## src/rtl/uart_cmd_bridge.sv

```systemverilog
// -----------------------------------------------------------------------------
// uart_cmd_bridge
//
// Command responder sitting behind a UART byte-stream interface. It decodes
// host packets, turns each one into a single-word memory-mapped read or write,
// and streams the reply back to the transmit side. This gives a host PC a
// debug/load path into on-chip memory or CSR space.
//
// Packet format (all multi-byte fields little-endian, LSB byte first):
//   write : 8'h01, addr[addr_width_p/8 bytes], data[data_width_p/8 bytes]
//           reply ack_byte_p once the memory response arrives
//   read  : 8'h02, addr[addr_width_p/8 bytes]
//           reply data_width_p/8 read-data bytes, LSB first
//   other opcode or a line error : reply err_byte_p
//   packet stalls for timeout_p-1 idle cycles : dropped silently,
//           timeout_o pulses
//
// Ports:
//   clk_i, reset_n_i        clock, asynchronous active-low reset
//   rx_v_i, rx_i            received byte and its valid
//   rx_yumi_o               byte consumed this cycle (combinational)
//   rx_error_i              one-cycle frame/parity error pulse
//   tx_v_o, tx_o            reply byte and its valid
//   tx_ready_and_i          transmit side accepts the reply byte
//   mem_v_o, mem_w_o        request valid, 1=write / 0=read
//   mem_addr_o, mem_data_o  request address and write data
//   mem_ready_and_i         request accepted
//   mem_resp_v_i            response valid (reads and writes)
//   mem_resp_data_i         read data
//   mem_resp_yumi_o         response consumed
//   busy_o                  FSM is away from IDLE
//   timeout_o               one-cycle pulse when a packet is abandoned
//
// Parameter constraints: addr_width_p and data_width_p are multiples of 8,
// timeout_p >= 2.
// -----------------------------------------------------------------------------
module uart_cmd_bridge #(
    parameter int         addr_width_p = 16,
    parameter int         data_width_p = 32,
    parameter int         timeout_p    = 1000000,
    parameter logic [7:0] ack_byte_p   = 8'hA5,
    parameter logic [7:0] err_byte_p   = 8'hEE
) (
    input  logic                    clk_i,
    input  logic                    reset_n_i,

    input  logic                    rx_v_i,
    input  logic [7:0]              rx_i,
    output logic                    rx_yumi_o,
    input  logic                    rx_error_i,

    output logic                    tx_v_o,
    output logic [7:0]              tx_o,
    input  logic                    tx_ready_and_i,

    output logic                    mem_v_o,
    output logic                    mem_w_o,
    output logic [addr_width_p-1:0] mem_addr_o,
    output logic [data_width_p-1:0] mem_data_o,
    input  logic                    mem_ready_and_i,
    input  logic                    mem_resp_v_i,
    input  logic [data_width_p-1:0] mem_resp_data_i,
    output logic                    mem_resp_yumi_o,

    output logic                    busy_o,
    output logic                    timeout_o
);

    localparam int addr_bytes_lp = addr_width_p / 8;
    localparam int data_bytes_lp = data_width_p / 8;
    localparam int max_bytes_lp  = (addr_bytes_lp > data_bytes_lp) ? addr_bytes_lp : data_bytes_lp;
    localparam int cnt_w_lp      = (max_bytes_lp > 1) ? $clog2(max_bytes_lp) : 1;
    localparam int tmo_w_lp      = $clog2(timeout_p);

    localparam logic [cnt_w_lp-1:0] addr_last_lp = cnt_w_lp'(addr_bytes_lp - 1);
    localparam logic [cnt_w_lp-1:0] data_last_lp = cnt_w_lp'(data_bytes_lp - 1);
    localparam logic [tmo_w_lp-1:0] tmo_max_lp   = tmo_w_lp'(timeout_p - 1);
    // The counter reaches timeout_p-1 on the edge that ends the cycle in
    // which it reads timeout_p-2; that cycle carries the pulse and the exit.
    localparam logic [tmo_w_lp-1:0] tmo_fire_lp  = tmo_w_lp'(timeout_p - 2);

    localparam logic [7:0] op_write_lp = 8'h01;
    localparam logic [7:0] op_read_lp  = 8'h02;

    typedef enum logic [2:0] {
        IDLE,
        ADDR,
        DATA,
        REQ,
        RESP,
        SEND_ACK,
        SEND_DATA,
        SEND_ERR
    } state_e;

    state_e                    state_r, state_n;
    logic [cnt_w_lp-1:0]       cnt_r;
    logic [tmo_w_lp-1:0]       tmo_r;
    logic                      wr_r;
    logic [addr_width_p-1:0]   addr_r;
    logic [data_width_p-1:0]   data_r;

    logic in_rx;      // states that consume received bytes
    logic in_pkt;     // mid-packet states covered by the timeout
    logic rx_take;
    logic tx_fire;
    logic addr_last;
    logic data_last;
    logic tmo_hit;

    assign in_rx     = (state_r == IDLE) || (state_r == ADDR) || (state_r == DATA);
    assign in_pkt    = (state_r == ADDR) || (state_r == DATA);
    assign rx_take   = in_rx && rx_v_i;
    assign tx_fire   = tx_v_o && tx_ready_and_i;
    assign addr_last = (cnt_r == addr_last_lp);
    assign data_last = (cnt_r == data_last_lp);
    // A line error outranks the timeout when both land in the same cycle.
    assign tmo_hit   = in_pkt && !rx_v_i && !rx_error_i && (tmo_r == tmo_fire_lp);

    // ------------------------------------------------------------------
    // State register
    // ------------------------------------------------------------------
    always_ff @(posedge clk_i or negedge reset_n_i) begin
        if (!reset_n_i) begin
            state_r <= IDLE;
        end else begin
            state_r <= state_n;
        end
    end

    // ------------------------------------------------------------------
    // Next-state logic
    // ------------------------------------------------------------------
    always_comb begin
        state_n = state_r;
        case (state_r)
            IDLE: begin
                if (rx_error_i) begin
                    state_n = SEND_ERR;
                end else if (rx_v_i) begin
                    if ((rx_i == op_write_lp) || (rx_i == op_read_lp)) begin
                        state_n = ADDR;
                    end else begin
                        state_n = SEND_ERR;
                    end
                end
            end
            ADDR: begin
                if (rx_error_i) begin
                    state_n = SEND_ERR;
                end else if (rx_v_i) begin
                    if (addr_last) begin
                        state_n = wr_r ? DATA : REQ;
                    end
                end else if (tmo_hit) begin
                    state_n = IDLE;
                end
            end
            DATA: begin
                if (rx_error_i) begin
                    state_n = SEND_ERR;
                end else if (rx_v_i) begin
                    if (data_last) begin
                        state_n = REQ;
                    end
                end else if (tmo_hit) begin
                    state_n = IDLE;
                end
            end
            REQ: begin
                if (mem_ready_and_i) begin
                    state_n = RESP;
                end
            end
            RESP: begin
                if (mem_resp_v_i) begin
                    state_n = wr_r ? SEND_ACK : SEND_DATA;
                end
            end
            SEND_ACK, SEND_ERR: begin
                if (tx_ready_and_i) begin
                    state_n = IDLE;
                end
            end
            SEND_DATA: begin
                if (tx_ready_and_i && data_last) begin
                    state_n = IDLE;
                end
            end
            default: state_n = IDLE;
        endcase
    end

    // ------------------------------------------------------------------
    // Datapath: byte counter, timeout counter, opcode flag, addr/data regs
    // ------------------------------------------------------------------
    always_ff @(posedge clk_i or negedge reset_n_i) begin
        if (!reset_n_i) begin
            cnt_r  <= '0;
            tmo_r  <= '0;
            wr_r   <= 1'b0;
            addr_r <= '0;
            data_r <= '0;
        end else begin
            // Byte counter restarts on every state change so each field and
            // the reply stream all index from byte 0.
            if (state_n != state_r) begin
                cnt_r <= '0;
            end else if ((in_pkt && rx_v_i) || ((state_r == SEND_DATA) && tx_fire)) begin
                cnt_r <= cnt_r + cnt_w_lp'(1);
            end

            // Idle-gap counter: cleared by any consumed byte or state change,
            // saturates instead of wrapping.
            if ((state_n != state_r) || rx_take) begin
                tmo_r <= '0;
            end else if (in_pkt && (tmo_r != tmo_max_lp)) begin
                tmo_r <= tmo_r + tmo_w_lp'(1);
            end

            if ((state_r == IDLE) && rx_take && !rx_error_i) begin
                wr_r <= (rx_i == op_write_lp);
            end

            // Bytes arriving together with a line error are consumed but
            // never stored.
            if ((state_r == ADDR) && rx_take && !rx_error_i) begin
                for (int b = 0; b < addr_bytes_lp; b++) begin
                    if (cnt_r == cnt_w_lp'(b)) begin
                        addr_r[8*b +: 8] <= rx_i;
                    end
                end
            end

            // data_r holds write data on the way out and read data on the
            // way back; the two uses never overlap.
            if ((state_r == DATA) && rx_take && !rx_error_i) begin
                for (int b = 0; b < data_bytes_lp; b++) begin
                    if (cnt_r == cnt_w_lp'(b)) begin
                        data_r[8*b +: 8] <= rx_i;
                    end
                end
            end else if ((state_r == RESP) && mem_resp_v_i && !wr_r) begin
                data_r <= mem_resp_data_i;
            end
        end
    end

    assign mem_addr_o = addr_r;
    assign mem_data_o = data_r;

    // ------------------------------------------------------------------
    // Output logic
    // ------------------------------------------------------------------
    always_comb begin
        rx_yumi_o       = rx_take;
        busy_o          = (state_r != IDLE);
        mem_v_o         = (state_r == REQ);
        mem_w_o         = (state_r == REQ) && wr_r;
        mem_resp_yumi_o = (state_r == RESP) && mem_resp_v_i;
        timeout_o       = tmo_hit;
        tx_v_o          = 1'b0;
        tx_o            = 8'h00;
        case (state_r)
            SEND_ACK: begin
                tx_v_o = 1'b1;
                tx_o   = ack_byte_p;
            end
            SEND_ERR: begin
                tx_v_o = 1'b1;
                tx_o   = err_byte_p;
            end
            SEND_DATA: begin
                tx_v_o = 1'b1;
                for (int b = 0; b < data_bytes_lp; b++) begin
                    if (cnt_r == cnt_w_lp'(b)) begin
                        tx_o = data_r[8*b +: 8];
                    end
                end
            end
            default: begin
                tx_v_o = 1'b0;
                tx_o   = 8'h00;
            end
        endcase
    end

endmodule
```

## config.mk

```make
export PLATFORM = sky130hd
export DESIGN_NAME = uart_cmd_bridge
export DESIGN_NICKNAME = d
export VERILOG_FILES = /design/src/rtl/uart_cmd_bridge.sv
export SDC_FILE = /design/constraint.sdc
export NUM_CORES = 1
export LEC_CHECK = 0
export BUFFER_PORTS_ARGS = -buffer_cell sky130_fd_sc_hd__buf_2
export CORE_UTILIZATION = 48
export DETAILED_ROUTE_END_ITERATION = 8
export PLACE_DENSITY = 0.77
export SLEW_MARGIN = 40
export SYNTH_ARGS = -nofsm -noshare
export SYNTH_HDL_FRONTEND = slang
export SYNTH_SLANG_ARGS = --single-unit
```

## constraint.sdc

```tcl
create_clock -name clk_i -period 2.36 [get_ports clk_i]
set_input_delay 0.118 -clock clk_i [delete_from_list [all_inputs] [get_ports clk_i]]
set_output_delay 0.118 -clock clk_i [all_outputs]
set_load 0.01 [all_outputs]
```

==> summary.txt <==
Global routing
  • Gr usage total: 25.1%
  • Vias in the first global route: 3601
  • Global route overflow: 0
  • Global-route wire length before repair: 17600 um
  • Antenna violations before repair: 0
  • Largest net degree at the start of global routing: 34

Synth
  • Mean Syn Cell Area: 9.09 um^2
  • Mapped Area: 4270 um^2
  • Adder-Cell Fraction of Synth Area: 1.76%
  • Seq/Total Area, Yosys: 43.4%
  • Simple-gate share of the synthesized area: 22.6%
  • Asr flop ratio synth: 100%
  • Yosys cell types: 58
  • Largest family of logic cells by synthesized area: simple AND/OR/NAND/NOR gates
  • Ys Warns: 0
  • Number of synthesized flops with an enable pin: 0
  • Synth Area in XOR/XNOR: 4.48%
  • Synth Area in Compound Gates: 18.3%
  • Mapped Cells: 470
  • Mux cell area share after synthesis: 4.92%
  • Seq cells post-synth: 74
  • Synthesized net count: 523
  • Post-synth top flop: dfrtp_1

Clocking
  • Cts bufs inserted: 9
  • CTS root buffer: clkbuf_8
  • Clk Latency, worst-skew pair: 0.36 ns
  • Clock sinks: 74
  • TritonCTS clock tree: done
  • CTS H-tree lvls: 3
  • Clock slew at the register clock pins of the worst setup and hold paths: 0.08 ns
  • Clk buf depth: 2

Critical path
  • R2R cell count: 8
  • Top delay family on crit path: compound AO/OA/AOI/OAI gates
  • Critical-path top delay cell: a221oi_1
  • Crit start category: flip-flop
  • CP required: 2.24 ns
  • CP Capture Type: output port
  • Critical path fanouts, max: 12
  • CP cell instances: buf_4 > ha_4 > buf_8 > nor2b_4 > buf_6 > a221oi_1 > o31ai_1 > a21oi_1 > nor2_1 > buf_2
  • Reg2reg start: tmo_r[1]
  • Worst R2R Setup Slack: 0.07 ns
  • Arrival @ worst endpoint: 2.19 ns
  • WP buf/inv: 4
  • CP Class: flip-flop to output port
  • R2r endpoint: tmo_r[2]
  • Worst stage delay on the critical path: 0.40 ns

Timing
  • Slew HR: 61.5%
  • Pins Over Slew Limit: 0
  • Hold Violations, Final: 0
  • Setup violators final: 0
  • Worst slew pin tran: 0.578 ns
  • Clock Skews: 0.0222 ns
  • Final worst path period need: 2.31 ns
  • Final period utilization: 97.8%
  • Total Neg Setup Slack: 0 ns
  • Achievable Freq: 433 MHz

Layout
  • Final Cell Area: 5420 um^2
  • Layout cell share with drive strength beyond 1: 33.9%
  • Area grow syn2layout: 26.8%
  • Nets: 648
  • Inserted Diodes: 0

Die
  • Die height: 96.3 um
  • Num rows: 34
  • Initial core utilization: 49.2%
  • Die ar.: 9280 um^2
  • Die Wd: 96.3 um
  • I/O pin count: 110
  • Core ar.: 8680 um^2

Route
  • DR WL met2: 5640 um
  • # DRC: 0
  • Vias: 4094
  • Metal-1 WL: 5330 um
  • Metal3 WL: 784 um
  • Vias per cell: 5.79
  • WL per Instance: 16.9 um
  • Pre-Repair DR Iteration Count: 5
  • DRT antenna net count: 0
  • WL final: 11900 um
  • DR top layer: met4
  • Initial DRC Count: 286

Placement
  • Hpwl dp: 8740 um
  • Placer Congestion: 0.903
  • PortBufs: 109
  • Placed cell areas: 5060 um^2

Min path
  • Worst Hold Class: input port to flip-flop
  • Hold Startpoint: rx_i[4]
  • Hold Path Sink: mem_addr_o[12]
  • Hold path depth: 2

Power and ir drop
  • Pwr dens: 1080 nW/um^2
  • Maximum VDD drop: 0.466 mV
  • Power, Total: 5.83 mW
  • Static Leak: 2.53 nW

Status
  • Status: finished, final reports clean

Job
  • Max-cap violation count: 0
[stage by stage]
stage	utilization [%]	hold WS, ns	worst slack, ns	instances
3_3_place_gp	58.3	0.131	0.107	689
4_1_cts	61.2	0.0272	0.0135	706
3_5_place_dp	58.3	0.140	0.0698	689
5_1_grt	62.4	0.0434	-0.0239	707
2_1_floorplan	-	-0.178	0.151	470
6_report	62.4	0.0388	0.0521	707
[final cells by class]
type | instances | area (um^2)
inverters | 10 | 37.5
flip-flops and latches | 74 | 1850
clock inverters | 6 | 90.1
fillers | 766 | 3260
multi-input cells | 357 | 2320
well taps | 108 | 135
repair buffers | 143 | 852
clock buffers | 9 | 124
[worst reg2reg max path, cell delays in order, from the launching register on]
cell and delay [ns]:
dfrtp_1 0.41, ha_1 0.15, or3b_1 0.42, nor4_4 0.21, a211oi_2 0.15, o31ai_4 0.29
nand3_2 0.14, buf_12 0.18, nor4_4 0.25
[cells by family (layout without fill, tap and decap cells)]
group | after synthesis | in the layout
simple gates | 183 | 183
compound gates | 128 | 128
flops | 74 | 74
buf+inv | 39 | 168
xor+xnor | 21 | 21
mux | 19 | 19
fa+ha+maj | 6 | 6
[routing by layer]
metal	vias up	track usage (%)
met5	-	0
met4	0	7.35
met3	16	5.77
met2	148	38.4
met1	2003	35.3
li1	1927	-
[layout by cell type (no fill, tap or decap), types with 3 or more instances in the layout]
cell type	synthesis	layout
nor2b_1	8	7
inv_1	10	9
clkbuf_8	0	9
a21oi_1	51	47
o21ai_0	42	40
ha_1	6	3
nor4b_1	3	3
nor3_1	29	28
and2_1	12	12
and3_1	3	3
nand2b_1	4	4
mux2i_1	3	3
o31ai_1	6	6
buf_2	7	109
a22oi_1	4	4
a221oi_1	5	4
o211a_1	3	3
nor2_1	17	17
xor2_1	8	8
xnor2_1	12	12
buf_12	0	3
nand4_1	7	7
buf_4	5	28
dfrtp_1	74	72
a21oi_2	0	4
nand3_1	12	11
nand2_1	64	64
mux2_2	16	16
[Yosys cell counts, types with 6 or more instances]
cell type,n,area (um^2)
nor2_1,17,63.8
a21oi_1,51,255
nand2_1,64,240
nor2b_1,8,50.1
nand3_1,12,60.1
mux2_2,16,180
and2_1,12,75.1
o31ai_1,6,45.0
buf_2,7,35.0
nand4_1,7,43.8
ha_1,6,75.1
inv_1,10,37.5
o21ai_0,42,210
xnor2_1,12,105
nor3_1,29,145
xor2_1,8,70.1
clkbuf_1,14,52.6
dfrtp_1,74,1850
[where the power goes]
part	leakage (nW)	internal [mW]	switching, mW
sequential	0.972	1.61	0.313
clock	0.106	0.593	0.500
combinational	1.46	1.23	1.58
total	2.53	3.43	2.40
[repair_timing]
item | CTS | global route
hold buffers | 1 | 0
gates resized for setup | 4 | 22
hold endpoints to repair | 21 | 0
pin swaps | 0 | 2
setup buffers | 1 | 1
endpoints found under the setup margin | 6 | 26
[registers in the layout, summed over array words and instances (netlist names)]
| register | flops |
|---|---|
| tmo_r | 20 |
| wr_r | 1 |
| state_r | 3 |
| mem_addr_o | 16 |
| cnt_r | 2 |
| mem_data_o | 32 |
[how the worst max path moves through the flow]
stage                        start  cells after the start        to
after floorplan           cnt_r[1]                      9  tmo_r[2]
after global routing      cnt_r[0]                     11   tx_o[1]
after CTS                 cnt_r[1]                     11   tx_o[6]
after detailed placement   rx_i[2]                      8  tmo_r[2]
after global placement     rx_i[2]                      8  tmo_r[2]
final                     cnt_r[0]                     10   tx_o[2]
Power figures use the tool's default switching activity.
